$ cat src/rtl/loader_pkg.sv
// Shared types and constants for the program loader.
package loader_pkg;

  typedef enum logic [2:0] {
    IDLE,
    FETCH,
    LATCH,
    WRITE,
    RUN
  } loader_state_t;

  localparam int CHECKSUM_WIDTH = 16;

endpackage

$ cat src/rtl/program_loader.sv
// Copies PROG_LEN words from a 1-cycle-latency ROM into the CPU instruction
// memory (3 cycles per word), holding the CPU until the image is in place.
module program_loader
  import loader_pkg::*;
#(
  parameter int INDEX_WIDTH = 8,
  parameter int INSTR_WIDTH = 16,
  parameter int BASE_INDEX  = 10,
  parameter int PROG_LEN    = 13,
  parameter int AUTO_START  = 1
) (
  input  logic                      clk,
  input  logic                      rst_n,
  input  logic                      start,
  output logic [INDEX_WIDTH-1:0]    rom_addr,
  input  logic [INSTR_WIDTH-1:0]    rom_data,
  output logic                      cpu_write,
  output logic [INDEX_WIDTH-1:0]    cpu_write_index,
  output logic [INSTR_WIDTH-1:0]    cpu_write_instruction,
  output logic                      cpu_run,
  output logic                      busy,
  output logic                      done,
  output logic [CHECKSUM_WIDTH-1:0] checksum
);

  // One extra bit so the count can reach PROG_LEN itself.
  localparam int COUNT_WIDTH = INDEX_WIDTH + 1;
  localparam logic [COUNT_WIDTH-1:0] LAST_COUNT =
    (PROG_LEN == 0) ? '0 : COUNT_WIDTH'(PROG_LEN - 1);
  localparam logic [INDEX_WIDTH-1:0] BASE = INDEX_WIDTH'(BASE_INDEX);

  if (PROG_LEN < 0 || BASE_INDEX < 0 ||
      BASE_INDEX + PROG_LEN > (1 << INDEX_WIDTH)) begin : g_bad_image_range
    $fatal(1, "program_loader: BASE_INDEX+PROG_LEN exceeds the instruction index range");
  end

  loader_state_t          state;
  logic [COUNT_WIDTH-1:0] count;
  logic                   armed;

  // NOTE: every register, including the latched instruction word, is cleared by the
  // asynchronous reset so an aborted load leaves no stale data behind.
  always_ff @(posedge clk or negedge rst_n) begin
    if (!rst_n) begin
      state                 <= IDLE;
      count                 <= '0;
      armed                 <= (AUTO_START != 0);
      rom_addr              <= '0;
      cpu_write_index       <= BASE;
      cpu_write_instruction <= '0;
      checksum              <= '0;
    end else begin
      // NOTE: non-blocking assignments throughout, so every branch sees the
      // pre-edge value of count, rom_addr and checksum.
      armed <= 1'b0;
      unique case (state)
        IDLE, RUN: begin
          if (start || armed) begin
            count    <= '0;
            checksum <= '0;
            rom_addr <= '0;
            state    <= (PROG_LEN == 0) ? RUN : FETCH;
          end
        end
        FETCH: state <= LATCH;
        LATCH: begin
          cpu_write_instruction <= rom_data;
          cpu_write_index       <= BASE + count[INDEX_WIDTH-1:0];
          state                 <= WRITE;
        end
        WRITE: begin
          checksum <= checksum + CHECKSUM_WIDTH'(cpu_write_instruction);
          count    <= count + 1'b1;
          rom_addr <= rom_addr + 1'b1;
          state    <= (count == LAST_COUNT) ? RUN : FETCH;
        end
        default: state <= IDLE;
      endcase
    end
  end

  // Status strobes decode straight from the state register.
  assign cpu_write = (state == WRITE);
  assign busy      = (state == FETCH) || (state == LATCH) || (state == WRITE);
  assign cpu_run   = (state == RUN);
  assign done      = (state == RUN);

endmodule
$ cat config.mk
export PLATFORM = sky130hd
export DESIGN_NAME = program_loader
export DESIGN_NICKNAME = d
export VERILOG_FILES = /design/src/rtl/loader_pkg.sv /design/src/rtl/program_loader.sv
export SDC_FILE = /design/constraint.sdc
export NUM_CORES = 1
export LEC_CHECK = 0
export CORE_ASPECT_RATIO = 0.7
export CORE_UTILIZATION = 24
export DETAILED_ROUTE_END_ITERATION = 6
export GPL_ROUTABILITY_DRIVEN = 0
export GPL_TIMING_DRIVEN = 0
export HOLD_SLACK_MARGIN = 0.12
export PLACE_DENSITY_LB_ADDON = 0.25
export SLEW_MARGIN = 25
export SYNTH_ARGS = -nofsm -noshare
export SYNTH_HDL_FRONTEND = slang
export SYNTH_SLANG_ARGS = --single-unit
$ cat constraint.sdc
create_clock -name clk -period 2.2 [get_ports clk]
set_input_delay 0.22 -clock clk [delete_from_list [all_inputs] [get_ports clk]]
set_output_delay 0.22 -clock clk [all_outputs]
set_load 0.01 [all_outputs]
# Yosys cells after proc, flatten, opt, wreduce, memory -nomap -nowiden
# Index checks and enable logic that the tools add are counted.
# classes
add_sub_neg,4
n_mul,0
n_div,0
order_cmp,0
n_eq_ne,6
n_shift,0
muxes,9
bitwise,0
reduce_logical,7
# ops
op,n
$pmux W16 S2,1
$pmux W9 S2,1
$add A16 B16 Y16,1
$mux W16,1
$pmux W8 S2,1
$pmux W3 S4,1
$add A9 B1 Y9 const B,1
$eq A9 B4 Y1 const B,1
$mux W9,1
$add A4 B8 Y8 const A,1
$add A8 B1 Y8 const B,1
$mux W8,1
$eq A3 B2 Y1 const B,2
$mux W3,2
$eq A3 B1 Y1 const B,1
$eq A3 B3 Y1 const B,1
$logic_not A3 Y1,1
$logic_or A1 B1 Y1,3
$ne A2 B2 Y1 const B,1
$reduce_and A2 Y1,1
$reduce_bool A2 Y1,1
$reduce_or A2 Y1,1
# word_totals
ff_bits,61
latchBits,0
ram_bits,0
rom_bits,0
input_bits,19
n_memories,0

# Depth between registers and ports, before layout
# depth
ltp_word,4
ltp_mapped,10
mapped_depth_nobuf,10

# Worst setup path after synthesis
# OpenSTA, ideal clock, no wires.
# synth_path
path_type,register -> register
start,register cpu_write_instruction[0]
end,register checksum[10]
t_arrival_ps,2012
slack_ps,106
path_stages_with_launch,11
n_path_buf,0
synth_period_minus_slack_ps,2094
cell_sequence,dfrtp_1 ha_1 inv_1 fa_1 nand2b_1 a21oi_1 nor2_1 o21ai_1 a31oi_1 xor2_1 o21ai_0
# synth_via
elab_chain_cells,2
# synth_lines
element,line_no,source
from (decl),program_loader.sv:19,"output logic [INSTR_WIDTH-1:0] cpu_write_instruction,"
from (signal assigned),program_loader.sv:67,cpu_write_instruction <= rom_data;
$add A16 B16 Y16,program_loader.sv:72,checksum <= checksum + CHECKSUM_WIDTH'(cpu_write_instruction);
$pmux W16 S2,program_loader.sv:56,unique case (state)
to (signal assigned),program_loader.sv:72,
to (decl),program_loader.sv:23,output logic [CHECKSUM_WIDTH-1:0] checksum
# No other way between the ends.
# A chain may end at the register's enable or synchronous reset.

# Worst setup path after layout
# layout_path
start,register state[1]
end,output cpu_write
# layout_via
elab_chain_cells,1
# layout_lines
element,line_no,source
from (decl),program_loader.sv:37,loader_state_t state;
from (signal assigned),program_loader.sv:62,state <= (PROG_LEN == 0) ? RUN : FETCH;
from (signal assigned),program_loader.sv:75,state <= (count == LAST_COUNT) ? RUN : FETCH;
$eq A3 B2 Y1,program_loader.sv:83,assign cpu_write = (state == WRITE);
to (decl),program_loader.sv:17,"output logic cpu_write,"
# No other way between the ends.

==> results by group <==
Outcome
  – Status: finished clean

Yosys
  – Main synth FF type: dfrtp_1
  – Gate count of the mapped netlist: 356
  – Post-Syn Nets: 395
  – Share of the synthesized area in the top cell type: 45.00%
  – #FFs+latches synth: 61
  – Ys async rst share: 100.0%
  – Post-Syn Area per Cell: 9.061 sq um
  – Post-synth EDFFs: 0
  – Distinct cells, synth: 42
  – Ys Warns: 0
  – Synth area leader: dfrtp_1
  – Syn Std Cell Area: 3226 sq um
  – Seq/Total Area, Yosys: 47.44%
  – Synth area leaders: dfrtp_1 (45%), nand2_1 (9.5%), ha_1 (7.4%)

Clock network
  – Clk_lat worst skew: 0.33 ns
  – TritonCTS Buffers: 9
  – Clk sinks: 61
  – Number of H-tree levels: 3
  – CTS clk-pin slew, worst paths: around 0.05 ns
  – Root Driver: clkbuf_16
  – CTS tree: built
  – Buffers from clock root to sink, at most: 2

Timing
  – Hold Vio Cnt, Final: 0
  – Final TNS setup: 0 ns
  – Final Slew Violations: 0
  – Minimum clock period: 2.121 ns
  – Fmax: roughly 470 MHz
  – Clock skew: 0.006468 ns
  – Slew HR: 61.71%
  – Hold_ws: 0.3165 ns
  – Slew of the pin with the lowest slew margin: 0.5723 ns
  – Final Worst Setup Slack: ~0.079 ns
  – Crit share post-route: a little under 100%
  – Finish-stage setup viols: 0

Final layout
  – Layout area overhead: 42.13%
  – Design area: 4584 sq um
  – Most common cell after layout, fill and taps aside: nand2_1
  – Most frequent cells in the layout: nand2_1 (82), clkdlybuf4s50_1 (69), dfrtp_1 (57)
  – Final non-filler cell total: 617
  – Layout cell share with drive strength beyond 1: between 10 and 15%
  – Fin util: 34.90%
  – Nets: ~490
  – FILL cells: 1,347
  – Diode count: 0

Setup path
  – Crit path DAT: about 1.9 ns
  – Worst-path fanout max: 10
  – CP max-delay cell: clkdlybuf4s50_1
  – CP Capture Type: primary output
  – Critical path required time: about 2.0 ns
  – Critical path class: reg2out
  – Top delay family on crit path: buffers and inverters
  – Crit path cell chain: nor2b_2, nand2_2, inv_2, buf_6, clkdlybuf4s50_1
  – Critical path launch point type: flop
  – Buf+Inv Stages, Crit Path: 3
  – Worst stage delay on the critical path: 0.55 ns

Detailed routing
  – Detailed Route WL: 8961 um
  – DR vias/cell: ~4.6
  – Drt first pass iters: 4
  – Post-route ant nets: 0
  – DRC errors left: 0
  – Vias after detailed routing: ~2,800
  – 1st-iter DRT viols: 112
  – Routed wire per std cell: 14.52 um

Power
  – Power Density: around 1600 nW/um^2
  – Worst VDD drop: around 0.63 mV
  – Total power: 7.277 mW
  – Lkg Pwr: 2.045 nW

Floorplanning
  – I/O pins: 71
  – Num rows: 35
  – Die ar.: 13,920 sq um
  – Die span in x: between 100 and 150 um
  – Initial core utilization: 24.55%
  – Die Y: 99.00 um
  – Core area: 13,140 sq um

Global route
  – Antenna violations before repair: 0
  – Vias in the first global route: 2,625
  – First-pass GRT wire length: between 10,000 and 15,000 um
  – GR Overflow Total: 0
  – Largest net degree at the start of global routing: 42
  – Tot GR Track Use: 13.61%

Worst hold path
  – Worst min path class: in2async

Placement
  – Placed cells: 593
  – I/O Buffers: 70
  – DP Area: approximately 4200 sq um
  – Post-placement setup slack: -0.1726 ns
  – Dpl hpwl: 6485 um

Job
  – Max Cap Violations: 0
per-layer routing:
| metal | share of wire [%] | vias up | track usage, % |
|---|---|---|---|
| met2 | 38 | 78 | 17.54 |
| met4 | 1.3 | 0 | 4.264 |
| li1 | - | 1417 | - |
| met1 | 53 | 1324 | 20.04 |
| met3 | 7.1 | 12 | 5.637 |
| met5 | 0 | - | 0 |
cell families (layout without fill, tap and decap cells):
| family | after synthesis | after routing | share of synthesized area (%) |
|---|---|---|---|
| other cells | 1 | 1 | 0.1163 |
| compound gates | 96 | 96 | 18.00 |
| fa+ha+maj | 20 | 20 | 7.991 |
| buf+inv | 23 | 118 | 3.336 |
| simple gates | 138 | 138 | 18.50 |
| flops | 61 | 61 | 47.44 |
| xor+xnor | 17 | 17 | 4.616 |
final timing paths:
path                                           from                  endpoint  slack, ns  depth (start not counted)
max reg2reg                cpu_write_instruction[7]              checksum[14]       0.12                          8
max in group asynchronous                     rst_n        cpu_write_index[3]       1.32                          3
min                                           rst_n  cpu_write_instruction[0]       0.32                          2
min in group clk                        rom_data[9]  cpu_write_instruction[9]       0.42                          3
min reg2reg                      cpu_write_index[2]        cpu_write_index[2]       0.47                          2
max                                        state[1]                 cpu_write       0.08                          5
cells in the mapped netlist, types with 2 or more instances:
cell type and instances:
a211oi_2 2, a21o_1 6, a21oi_1 13, a22o_1 4, a31oi_1 5, and2_1 2, and3_1 4, and3_2 3
buf_2 2, buf_4 3, clkbuf_1 8, dfrtp_1 58, dfstp_2 3, ha_1 19, inv_1 9, nand2_1 82
nand2b_1 5, nand3_1 13, nand4_1 4, nor2_1 18, nor2b_1 2, nor3_1 3, o2111ai_1 2, o21ai_0 37
o21ai_1 17, xnor2_1 5, xor2_1 12
cell type report:
| type | count | area (sq um) | share of cell area, % |
|---|---|---|---|
| Multi-Input combinational cell | 272 | 1664 | 36.30 |
| Timing Repair Buffer | 80 | 788.3 | 17.19 |
| Buffer | 13 | 76.32 | 1.665 |
| Clock buffer | 15 | 277.8 | 6.059 |
| Sequential cell | 61 | 1531 | 33.41 |
| Inverter | 9 | 33.78 | 0.7369 |
| Tap cell | 166 | 207.7 | 4.531 |
| Clock inverter | 1 | 5.005 | 0.1092 |
report_power, final:
part | internal [mW] | switching, mW
clock network | 0.853 | 0.485
logic | 1.88 | 2.11
registers | 1.56 | 0.393
sequential cells by signal, summed over array words and instances, names as in the netlist:
signal,cells
cpu_write_index,8
armed,1
count,9
cpu_write_instruction,16
rom_addr,8
state,3
checksum,16
what timing repair did:
item / 4_1_cts / 5_1_grt
pin swaps: 1 / 7
gates resized for setup: 7 / 11
endpoints found under the setup margin: 6 / 12
hold buffers: 1 / 0
hold endpoints to repair: 52 / 0
buffers inserted: 2 / 6
Note: power is estimated with default switching activity, not from simulation.
